==> config.mk <==
export PLATFORM = sky130hd
export DESIGN_NAME = updn_counter_param
export DESIGN_NICKNAME = d
export VERILOG_FILES = /design/src/rtl/updn_counter_param.sv
export SDC_FILE = /design/constraint.sdc
export NUM_CORES = 1
export LEC_CHECK = 0
export ABC_CLOCK_PERIOD_IN_PS = 8300
export CAP_MARGIN = 10
export CORE_MARGIN = 2
export CORE_UTILIZATION = 24
export DETAILED_ROUTE_END_ITERATION = 8
export GPL_TIMING_DRIVEN = 0
export PLACE_DENSITY = 0.4
export SETUP_SLACK_MARGIN = 0.15
export SLEW_MARGIN = 30
export SYNTH_ARGS = -nofsm -noshare
export SYNTH_HDL_FRONTEND = slang
export SYNTH_SLANG_ARGS = --single-unit
==> constraint.sdc <==
create_clock -name clock -period 8.3 [get_ports clock]
set_clock_uncertainty 0.2 [all_clocks]
set_input_delay 0.83 -clock clock [delete_from_list [all_inputs] [get_ports clock]]
set_output_delay 0.83 -clock clock [all_outputs]
set_load 0.02 [all_outputs]
==> src/rtl/updn_counter_param.sv <==
// rtl/updn_counter_param.sv - parametrised up/down counter with runtime modulus, step, load and wrap/saturate events
module updn_counter_param #(
    parameter int          WIDTH       = 8,
    parameter int          STEP_W      = 4,
    parameter int          SATURATE    = 0,
    parameter int unsigned RESET_VALUE = 0
) (
    input  logic              clock,
    input  logic              reset,
    input  logic              enable,
    input  logic              reverse,
    input  logic              clear,
    input  logic              load,
    input  logic [WIDTH-1:0]  load_value,
    input  logic [STEP_W-1:0] step,
    input  logic [WIDTH-1:0]  limit,
    output logic [WIDTH-1:0]  value,
    output logic              at_zero,
    output logic              at_limit,
    output logic              overflow,
    output logic              underflow
);

    localparam logic [WIDTH-1:0] RESET_V = WIDTH'(RESET_VALUE);

    // All arithmetic is one bit wider than the counter so limit+1 and
    // value+step never lose their carry before being compared.
    logic [WIDTH:0] lim_x;
    logic [WIDTH:0] lim_p1;
    logic [WIDTH:0] val_x;
    logic [WIDTH:0] step_x;
    logic [WIDTH:0] s_eff;
    logic [WIDTH:0] sum_up;
    logic [WIDTH:0] wrap_up;
    logic [WIDTH:0] wrap_dn;
    logic [WIDTH:0] diff_dn;

    logic [WIDTH-1:0] next_value;
    logic             next_overflow;
    logic             next_underflow;

    assign lim_x   = {1'b0, limit};
    assign lim_p1  = lim_x + 1'b1;
    assign val_x   = {1'b0, value};
    assign step_x  = {{(WIDTH + 1 - STEP_W){1'b0}}, step};
    // A step larger than the whole range is clamped to one full revolution.
    assign s_eff   = (step_x < lim_p1) ? step_x : lim_p1;
    assign sum_up  = val_x + s_eff;
    assign wrap_up = sum_up - lim_p1;
    assign diff_dn = val_x - s_eff;
    assign wrap_dn = val_x + lim_p1 - s_eff;

    assign at_zero  = (value == '0);
    assign at_limit = (value == limit);

    // Next-state selection: clear beats load beats counting beats hold.
    always_comb begin
        next_value     = value;
        next_overflow  = 1'b0;
        next_underflow = 1'b0;
        if (clear) begin
            next_value = reverse ? limit : '0;
        end else if (load) begin
            next_value = (load_value > limit) ? limit : load_value;
        end else if (enable) begin
            if (value > limit) begin
                // limit was lowered under us: pull back into range quietly.
                next_value = limit;
            end else if (step != '0) begin
                if (!reverse) begin
                    if (sum_up <= lim_x) begin
                        next_value = sum_up[WIDTH-1:0];
                    end else begin
                        next_overflow = 1'b1;
                        next_value    = (SATURATE != 0) ? limit : wrap_up[WIDTH-1:0];
                    end
                end else begin
                    if (val_x >= s_eff) begin
                        next_value = diff_dn[WIDTH-1:0];
                    end else begin
                        next_underflow = 1'b1;
                        next_value     = (SATURATE != 0) ? '0 : wrap_dn[WIDTH-1:0];
                    end
                end
            end
        end
    end

    // Count register and event flags, cleared at once by reset.
    always_ff @(posedge clock or posedge reset) begin
        if (reset) begin
            value     <= RESET_V;
            overflow  <= 1'b0;
            underflow <= 1'b0;
        end else begin
            value     <= next_value;
            overflow  <= next_overflow;
            underflow <= next_underflow;
        end
    end

endmodule

Word-level counts from Yosys, hierarchy flattened

Cells that the tools add are included.

Input port bits: 26
Output and inout port bits: 12
Flip-flop bits (word level): 10

$lt $le $gt $ge: 5
Reductions and logical operators: 5
Muxes and demuxes: 25
Eq/ne operators: 1
Add/subtract/negate cells: 6

Operators by type and width:

| kind                                         | count |
|---|---|
| two-way mux 8 bit                            | 10 |
| subtractor 8 bit                             | 3 |
| greater-than comparator 8 bit                | 2 |
| two-way mux 1 bit                            | 14 |
| adder 8 x 1 -> 9 bit (second input constant) | 1 |
| adder 8 x 9 -> 9 bit                         | 1 |
| greater-or-equal comparator 8 x 9 -> 1 bit   | 1 |
| less-or-equal comparator 9 x 8 -> 1 bit      | 1 |
| < comparator 4 x 9 -> 1 bit                  | 1 |
| two-way mux 9 bit                            | 1 |
| adder 8 bit                                  | 1 |
| == test 8 bit                                | 1 |
| logical NOT 8 bit                            | 1 |
| nonzero test 4 bit                           | 2 |
| nonzero test 3 bit                           | 1 |
| AND reduction 2 bit                          | 1 |

Longest topological paths before layout

Gate-level depths: netlist of the first run.

Word-level depth: 12
Mapped depth: 28
Mapped depth without buffers: 27

Worst setup path before layout of the first run

OpenSTA, ideal clock, no wires.

Path kind: input port to flip-flop
Start point: in limit[0]
End point: reg value[3]
Buffers on the path: 1
Setup slack: 2.115 ns
Cell stages on the path: 28
Data arrival time: 5.864 ns
Cells stage by stage: ha_1 -> inv_1 -> ha_1 -> o21ai_0 -> nand2b_1 -> maj3_1 -> maj3_2 -> nand2_1 -> nand2_1 -> o21ai_0 -> ha_1 -> inv_1 -> fa_1 -> nand2b_1 -> a211oi_1 -> o21ai_0 -> nand2b_1 -> xnor2_1 -> ha_1 -> a22o_1 -> nor4_1 -> o21ai_0 -> a211oi_2 -> buf_6 -> mux2_4 -> o21ai_2 -> a31oi_1 -> o22a_1

Longest elaborated chain between the ends: 12

RTL lines:

| what                                                                               | line   | text |
|---|---|---|
| start: declaration                                                                 | 16     | `input logic [WIDTH-1:0] limit,` |
| adder 8 x 1 -> 9 bit                                                               | 43     | `assign lim_p1 = lim_x + 1'b1;` |
| < comparator 4 x 9 -> 1 bit                                                        | 47     | `assign s_eff = (step_x < lim_p1) ? step_x : lim_p1;` |
| two-way mux 9 bit                                                                  | 47     |  |
| adder 8 x 9 -> 9 bit                                                               | 48     | `assign sum_up = val_x + s_eff;` |
| subtractor 8 bit / less-or-equal comparator 9 x 8 -> 1 bit (equally long branches) | 49, 71 |  |
| two-way mux 8 bit                                                                  | 71     | `if (sum_up <= lim_x) begin` |
| two-way mux 8 bit                                                                  | 70     | `if (!reverse) begin` |
| two-way mux 8 bit                                                                  | 69     | `end else if (step != '0) begin` |
| two-way mux 8 bit                                                                  | 66     | `if (value > limit) begin` |
| two-way mux 8 bit                                                                  | 65     | `end else if (enable) begin` |
| two-way mux 8 bit                                                                  | 63     | `end else if (load) begin` |
| two-way mux 8 bit                                                                  | 61     | `if (clear) begin` |
| end signal: assignment                                                             | 96     | `value <= next_value;` |
| end: declaration                                                                   | 17     | `output logic [WIDTH-1:0] value,` |

Parallel ways exist; a longest one is shown, timed or not. The select of a mux whose other input is x is not followed.
A chain may end at the register's enable or synchronous reset.

Worst setup path in the final report of the first run

Start point: in limit[1]
End point: reg value[3]

The elaborated chain is that of the path after synthesis.

==> key figures, run 1 <==
Global route
  – Total GRT Usage: 0.155
  – Initial antenna violation count: 0
  – GR Overflow Total: 0
  – Pin count of the biggest net entering global routing: 13
  – Vias in the first global route: 3162
  – First-pass GRT wire length: 17.6 mm

Timing
  – Hold Slack: 0.539 ns
  – Relative max-transition margin: 0.590
  – Minimum clock period: 7.51 ns
  – Final WS setup: 0.786 ns
  – Setup_tns: 0 ns
  – Final setup viols: 0
  – Final Hold Fails: 0
  – Fmax: 133 MHz
  – Slew Limit Fails: 0
  – Worst-Margin Slew: 0.615 ns
  – Share of the clock period used by the worst path after layout: 0.905
  – RSZ-0062 raised after global routing: false

Synth
  – FFs w/ async S/R, synth: 1.00
  – Post-synth top cells: ha_1, inv_1, nor2_1, a21oi_1, nand2_1
  – Synth top area share: 0.225
  – Syn Area/Cell: 8.24 um^2
  – Top cell type by total area after synthesis: ha_1
  – Cell variety after synth: 74
  – Top_reg_cell synth: dfrtp_1
  – EDFF count, synth: 0
  – Top post-synthesis cells by area: ha_1, dfrtp_1, fa_1
  – Synthesized flop and latch total: 10
  – Cell count after synthesis: 398
  – Yosys warnings: 0
  – Cell area after synthesis: 3280 um^2
  – Seq/Total Area, Yosys: 0.0763
  – Most common cell in the netlist: ha_1

Placed design
  – IO Port Bufs: 36
  – Placer Congestion: 0.827
  – Post-DP Area: 3900 um^2
  – Post-Place Setup Slack: 0.312 ns
  – Dpl hpwl: 9.41 mm

Run status
  – Outcome: finished, final reports clean

Critical path
  – Data arrival time of the worst path: 7.44 ns
  – Crit end category: flop
  – Worst Path Required: 8.22 ns
  – CP top delay family: adder cells
  – Reg2reg start: value[1]
  – CP max stage cell: clkdlybuf4s50_1
  – Worst Setup Path Type: primary input to flop
  – CP Depth: 29
  – Worst R2R Path Depth: 17
  – Startpoint types: primary input
  – Worst r2r dst: value[3]
  – WP buf/inv: 4
  – R2R Setup Slk: 3.57 ns
  – Max incr delay on CP: 0.56 ns
  – Critical path fanouts, max: 10

Clock tree
  – Clock root buffer: clkbuf_16
  – Clock net sink count: 10
  – H-tree Lvls: 1
  – CTS tree: yes
  – Clock insertion delay at the later pin of the skew report: 0.24 ns
  – Num CTS Buffers: 3
  – Clk slew on worst S/H paths: 0.04 ns
  – Clk buf depth: 2
  – Hold_buf cts: 0

Cells and area
  – Proportion of layout cells with a drive suffix above 1: 0.0824
  – Layout area overhead: 21.8%
  – Final core occ: 0.300
  – Design area: 3990 um^2
  – Final net count: 545
  – Ant. Diodes: 0

Pwr
  – P_int: 609 uW
  – PD cells: 314 nW/um^2
  – Sw Share: 0.514
  – Pleak: 0.00179 uW
  – P_sw: 645 uW
  – Gate power share: 0.841
  – Reg power frac: 0.082
  – Worst IR Drop VDD: 0.0000912 V
  – Clk pwr share: 0.078

Drt
  – Wire per inst: 17.5 um
  – Total Wirelength: 11.0 mm
  – First DRT Iteration DRCs: 137
  – DRT Pass-1 Iters: 4
  – Vias per cell: 4.84
  – Vias: 3026
  – Routed Antenna Nets: 0
  – DRC: 0

Floorplan
  – Die Ht: 121 um
  – Core footprint: 13300 um^2
  – Die width: 121 um
  – IO Pins: 38
  – DIE AREA: 14600 um^2
  – Starting Density: 0.247
  – Rows: 42

Worst hold path
  – Min-delay worst type: flop to flop
  – Hold path depth: 2
  – Worst Hold Launch: value[2]
  – Worst-case hold path end point: value[2]

Run
  – Max cap viols: 0
power groups by stage:
| stage | clock network, uW | registers (uW) | logic [uW] |
|---|---|---|---|
| after floorplan | 0 | 104 | 770 |
| after global placement | 0 | 106 | 1060 |
| after detailed placement | 0 | 105 | 1050 |
| after CTS | 97.7 | 104 | 1060 |
| after global routing | 100 | 108 | 1180 |
| final | 97.3 | 102 | 1050 |
cells in the final DEF (no fill, tap or decap), drive strengths merged, types with 3 or more instances in the layout:
cell type	synthesis	routed
mux2i	5	5
nor3	4	4
o21bai	8	8
ha	59	59
a21o	8	8
or3	3	3
dfrtp	10	10
nand2b	10	10
xor2	5	5
maj3	3	3
a221oi	6	6
fa	10	10
a211oi	6	6
clkdlybuf4s50	0	35
conb	2	13
nor2	27	27
clkbuf	1	5
mux2	3	3
nand3	5	5
buf	8	8
nor2b	6	6
nor4	4	4
o211ai	8	8
a21oi	25	25
and3	4	4
nand2	24	24
inv	40	40
nand4	4	4
and2	4	4
o21ai	29	29
xnor2	24	24
logic make-up (layout without fill, tap and decap cells):
group                      after synthesis  after routing  synth area share
AOI/OAI and AO/OA                      120            120             0.268
xor gates and xnor gates                29             29            0.0821
adders and majority gates               72             72             0.296
buffers and inverters                   49             89            0.0702
DFF                                     10             10            0.0763
muxes                                    8              8            0.0267
other                                    2             13           0.00229
and+or+nand+nor                        108            108             0.178
final cells by class:
cell class,instances,area (um^2)
inverters,40,150
well taps,176,220
plain buffers,9,80.1
clock buffers,4,88.8
flip-flops and latches,10,250
multi-input cells,350,2840
repair buffers,36,363
fillers,1451,9300
registers in the layout, summed over array words and instances (netlist names):
register,flops
overflow,1
underflow,1
value,8
metal layers:
layer  global-route usage  part of all wire
met1                0.211              0.48
met2                0.275              0.49
met3              0.00893             0.023
met4               0.0225            0.0063
met5                    0                 0
worst max path at each step:
stage | start | end | slack (ns)
floorplan | limit[0] | value[3] | 2.11
global placement | limit[0] | value[3] | 0.28
detailed placement | limit[0] | value[3] | 0.31
CTS | limit[0] | value[3] | 0.53
global route | limit[1] | value[3] | 0.31
finish | limit[1] | value[3] | 0.79
through the flow:
step	std cells	power (uW)
after global routing	625	1390
after CTS	625	1260
after detailed placement	621	1160
after global placement	621	1160
after floorplan	409	875
final	625	1250
what timing repair did:
| item | 4_1_cts | 5_1_grt |
|---|---|---|
| buffers inserted | 0 | 0 |
| resized for setup | 0 | 1 |
| endpoints found under the setup margin | 0 | 2 |
worst min-delay path: cells and delay by family (launching register included):
family,cells,cell delay [ns]
AO/OA/AOI/OAI,1,0.08
AND/OR/NAND/NOR,1,0.11
flip-flops,1,0.50
No activity file was read; power rests on OpenSTA's default activity.
==> inputs of run 2 (changes only) <==
SETUP_SLACK_MARGIN = 0.02   (was 0.15)
==> key figures, run 2 (synthesis results as in run 1) <==
Run status
  – Outcome: finished, final reports clean

Floorplan
  – DIE AREA: 14600 um^2
  – Rows: 42
  – Die width: 121 um
  – Core footprint: 13300 um^2
  – Die Ht: 121 um
  – IO Pins: 38
  – Starting Density: 0.247

Cells and area
  – Commonest non-fill, non-tap cell in the layout: ha_1
  – Largest register FFs: 8
  – Proportion of layout cells with a drive suffix above 1: 0.0824
  – Layout area overhead: 21.7%
  – Ant. Diodes: 0
  – Largest registers: value x8, overflow x1, underflow x1
  – Design area: 3990 um^2
  – Reg with most FFs: value
  – Commonest non-fill, non-tap cells in the layout: ha_1, inv_1, clkdlybuf4s50_1, nor2_1, a21oi_1
  – Final net count: 545

Drt
  – Total Wirelength: 10.9 mm
  – Vias: 3026
  – Wire per inst: 17.5 um
  – DRT Pass-1 Iters: 4
  – Vias per cell: 4.84
  – DRC: 0
  – Routed Antenna Nets: 0
  – First DRT Iteration DRCs: 134

Worst hold path
  – Min-delay worst type: flop to flop
  – Hold path depth: 2

Timing
  – Final Hold Fails: 0
  – Fmax: 129 MHz
  – Share of the clock period used by the worst path after layout: 0.933
  – Final setup viols: 0
  – Slew Limit Fails: 0
  – RSZ-0062 raised after global routing: false
  – Minimum clock period: 7.75 ns
  – Relative max-transition margin: 0.590
  – Setup_tns: 0 ns
  – Worst-Margin Slew: 0.615 ns

Clock tree
  – Clock insertion delay at the later pin of the skew report: 0.24 ns
  – H-tree Lvls: 1
  – Clk slew on worst S/H paths: 0.04 ns
  – # resized after CTS: 0
  – Postcts setup bufs: 0
  – Hold_buf cts: 0
  – Clock net sink count: 10
  – Clock root buffer: clkbuf_16
  – Num CTS Buffers: 3
  – Clk buf depth: 2
  – CTS tree: yes

Run
  – Max cap viols: 0

Placed design
  – Dpl hpwl: 9.41 mm
  – Post-DP Area: 3900 um^2
  – IO Port Bufs: 36
  – Placer Congestion: 0.827

Pwr
  – Pleak: 0.00179 uW
  – PD cells: 314 nW/um^2
  – Total design power: 1250 uW
  – Worst IR Drop VDD: 0.0000912 V

Global route
  – Initial antenna violation count: 0
  – First-pass GRT wire length: 17.6 mm
  – GR Overflow Total: 0
  – Pin count of the biggest net entering global routing: 13
  – Total GRT Usage: 0.155
  – Vias in the first global route: 3162

Critical path
  – Worst R2R Path Depth: 17
  – Worst Path Required: 8.22 ns
  – Worst Setup Path Type: primary input to flop
  – Max incr delay on CP: 0.70 ns
  – Critical path fanouts, max: 12
  – CP max stage cell: clkdlybuf4s50_1
  – Crit end category: flop
  – Startpoint types: primary input
  – Data arrival time of the worst path: 7.67 ns
## run 2: stage by stage
| step | util | std cells | hold slack, ns | setup WS, ns |
|---|---|---|---|---|
| global route | 0.300 | 625 | 0.587 | 0.0500 |
| floorplan | - | 409 | 0.470 | 2.11 |
| finish | 0.300 | 625 | 0.539 | 0.552 |
| global placement | 0.293 | 621 | 0.558 | 0.282 |
| CTS | 0.300 | 625 | 0.553 | 0.531 |
| detailed placement | 0.293 | 621 | 0.547 | 0.312 |
## run 2: power by group
| group | switching, uW | internal, uW |
|---|---|---|
| Sequential | 39.4 | 63.0 |
| Clock | 24.7 | 72.6 |
| Combinational | 581 | 474 |
## run 2: final cells by class
type,instances,area (um^2)
buffer,9,80.1
clock buffer,4,88.8
fill,1450,9310
inverter,40,150
multi-input combinational,350,2840
sequential,10,250
tap,176,220
timing repair buffer,36,360
## run 2: layer usage
metal | track usage | wire, um
met1 | 0.211 | 5230
met2 | 0.275 | 5400
met3 | 0.00893 | 249
met4 | 0.0225 | 69
met5 | 0 | 0
## run 2: path summary, 6_finish.rpt
path                                  to  slack [ns]  startpoint
max in group asynchronous       value[0]        6.93       reset
worst min-delay path            value[2]        0.54    value[2]
worst min register to register  value[2]        0.54    value[2]
worst max-delay path            value[3]        0.55    limit[0]
min in group asynchronous       value[1]        0.68       reset
worst max register to register  value[3]        3.57    value[1]
## run 2: worst max-delay path, delay by kind of cell
kind	cells	cell delay, ns
adders and majority gates	7	2.56
AOI/OAI and AO/OA	10	1.87
buffers and inverters	4	1.11
and+or+nand+nor	6	0.76
muxes	1	0.31
xor gates and xnor gates	1	0.21
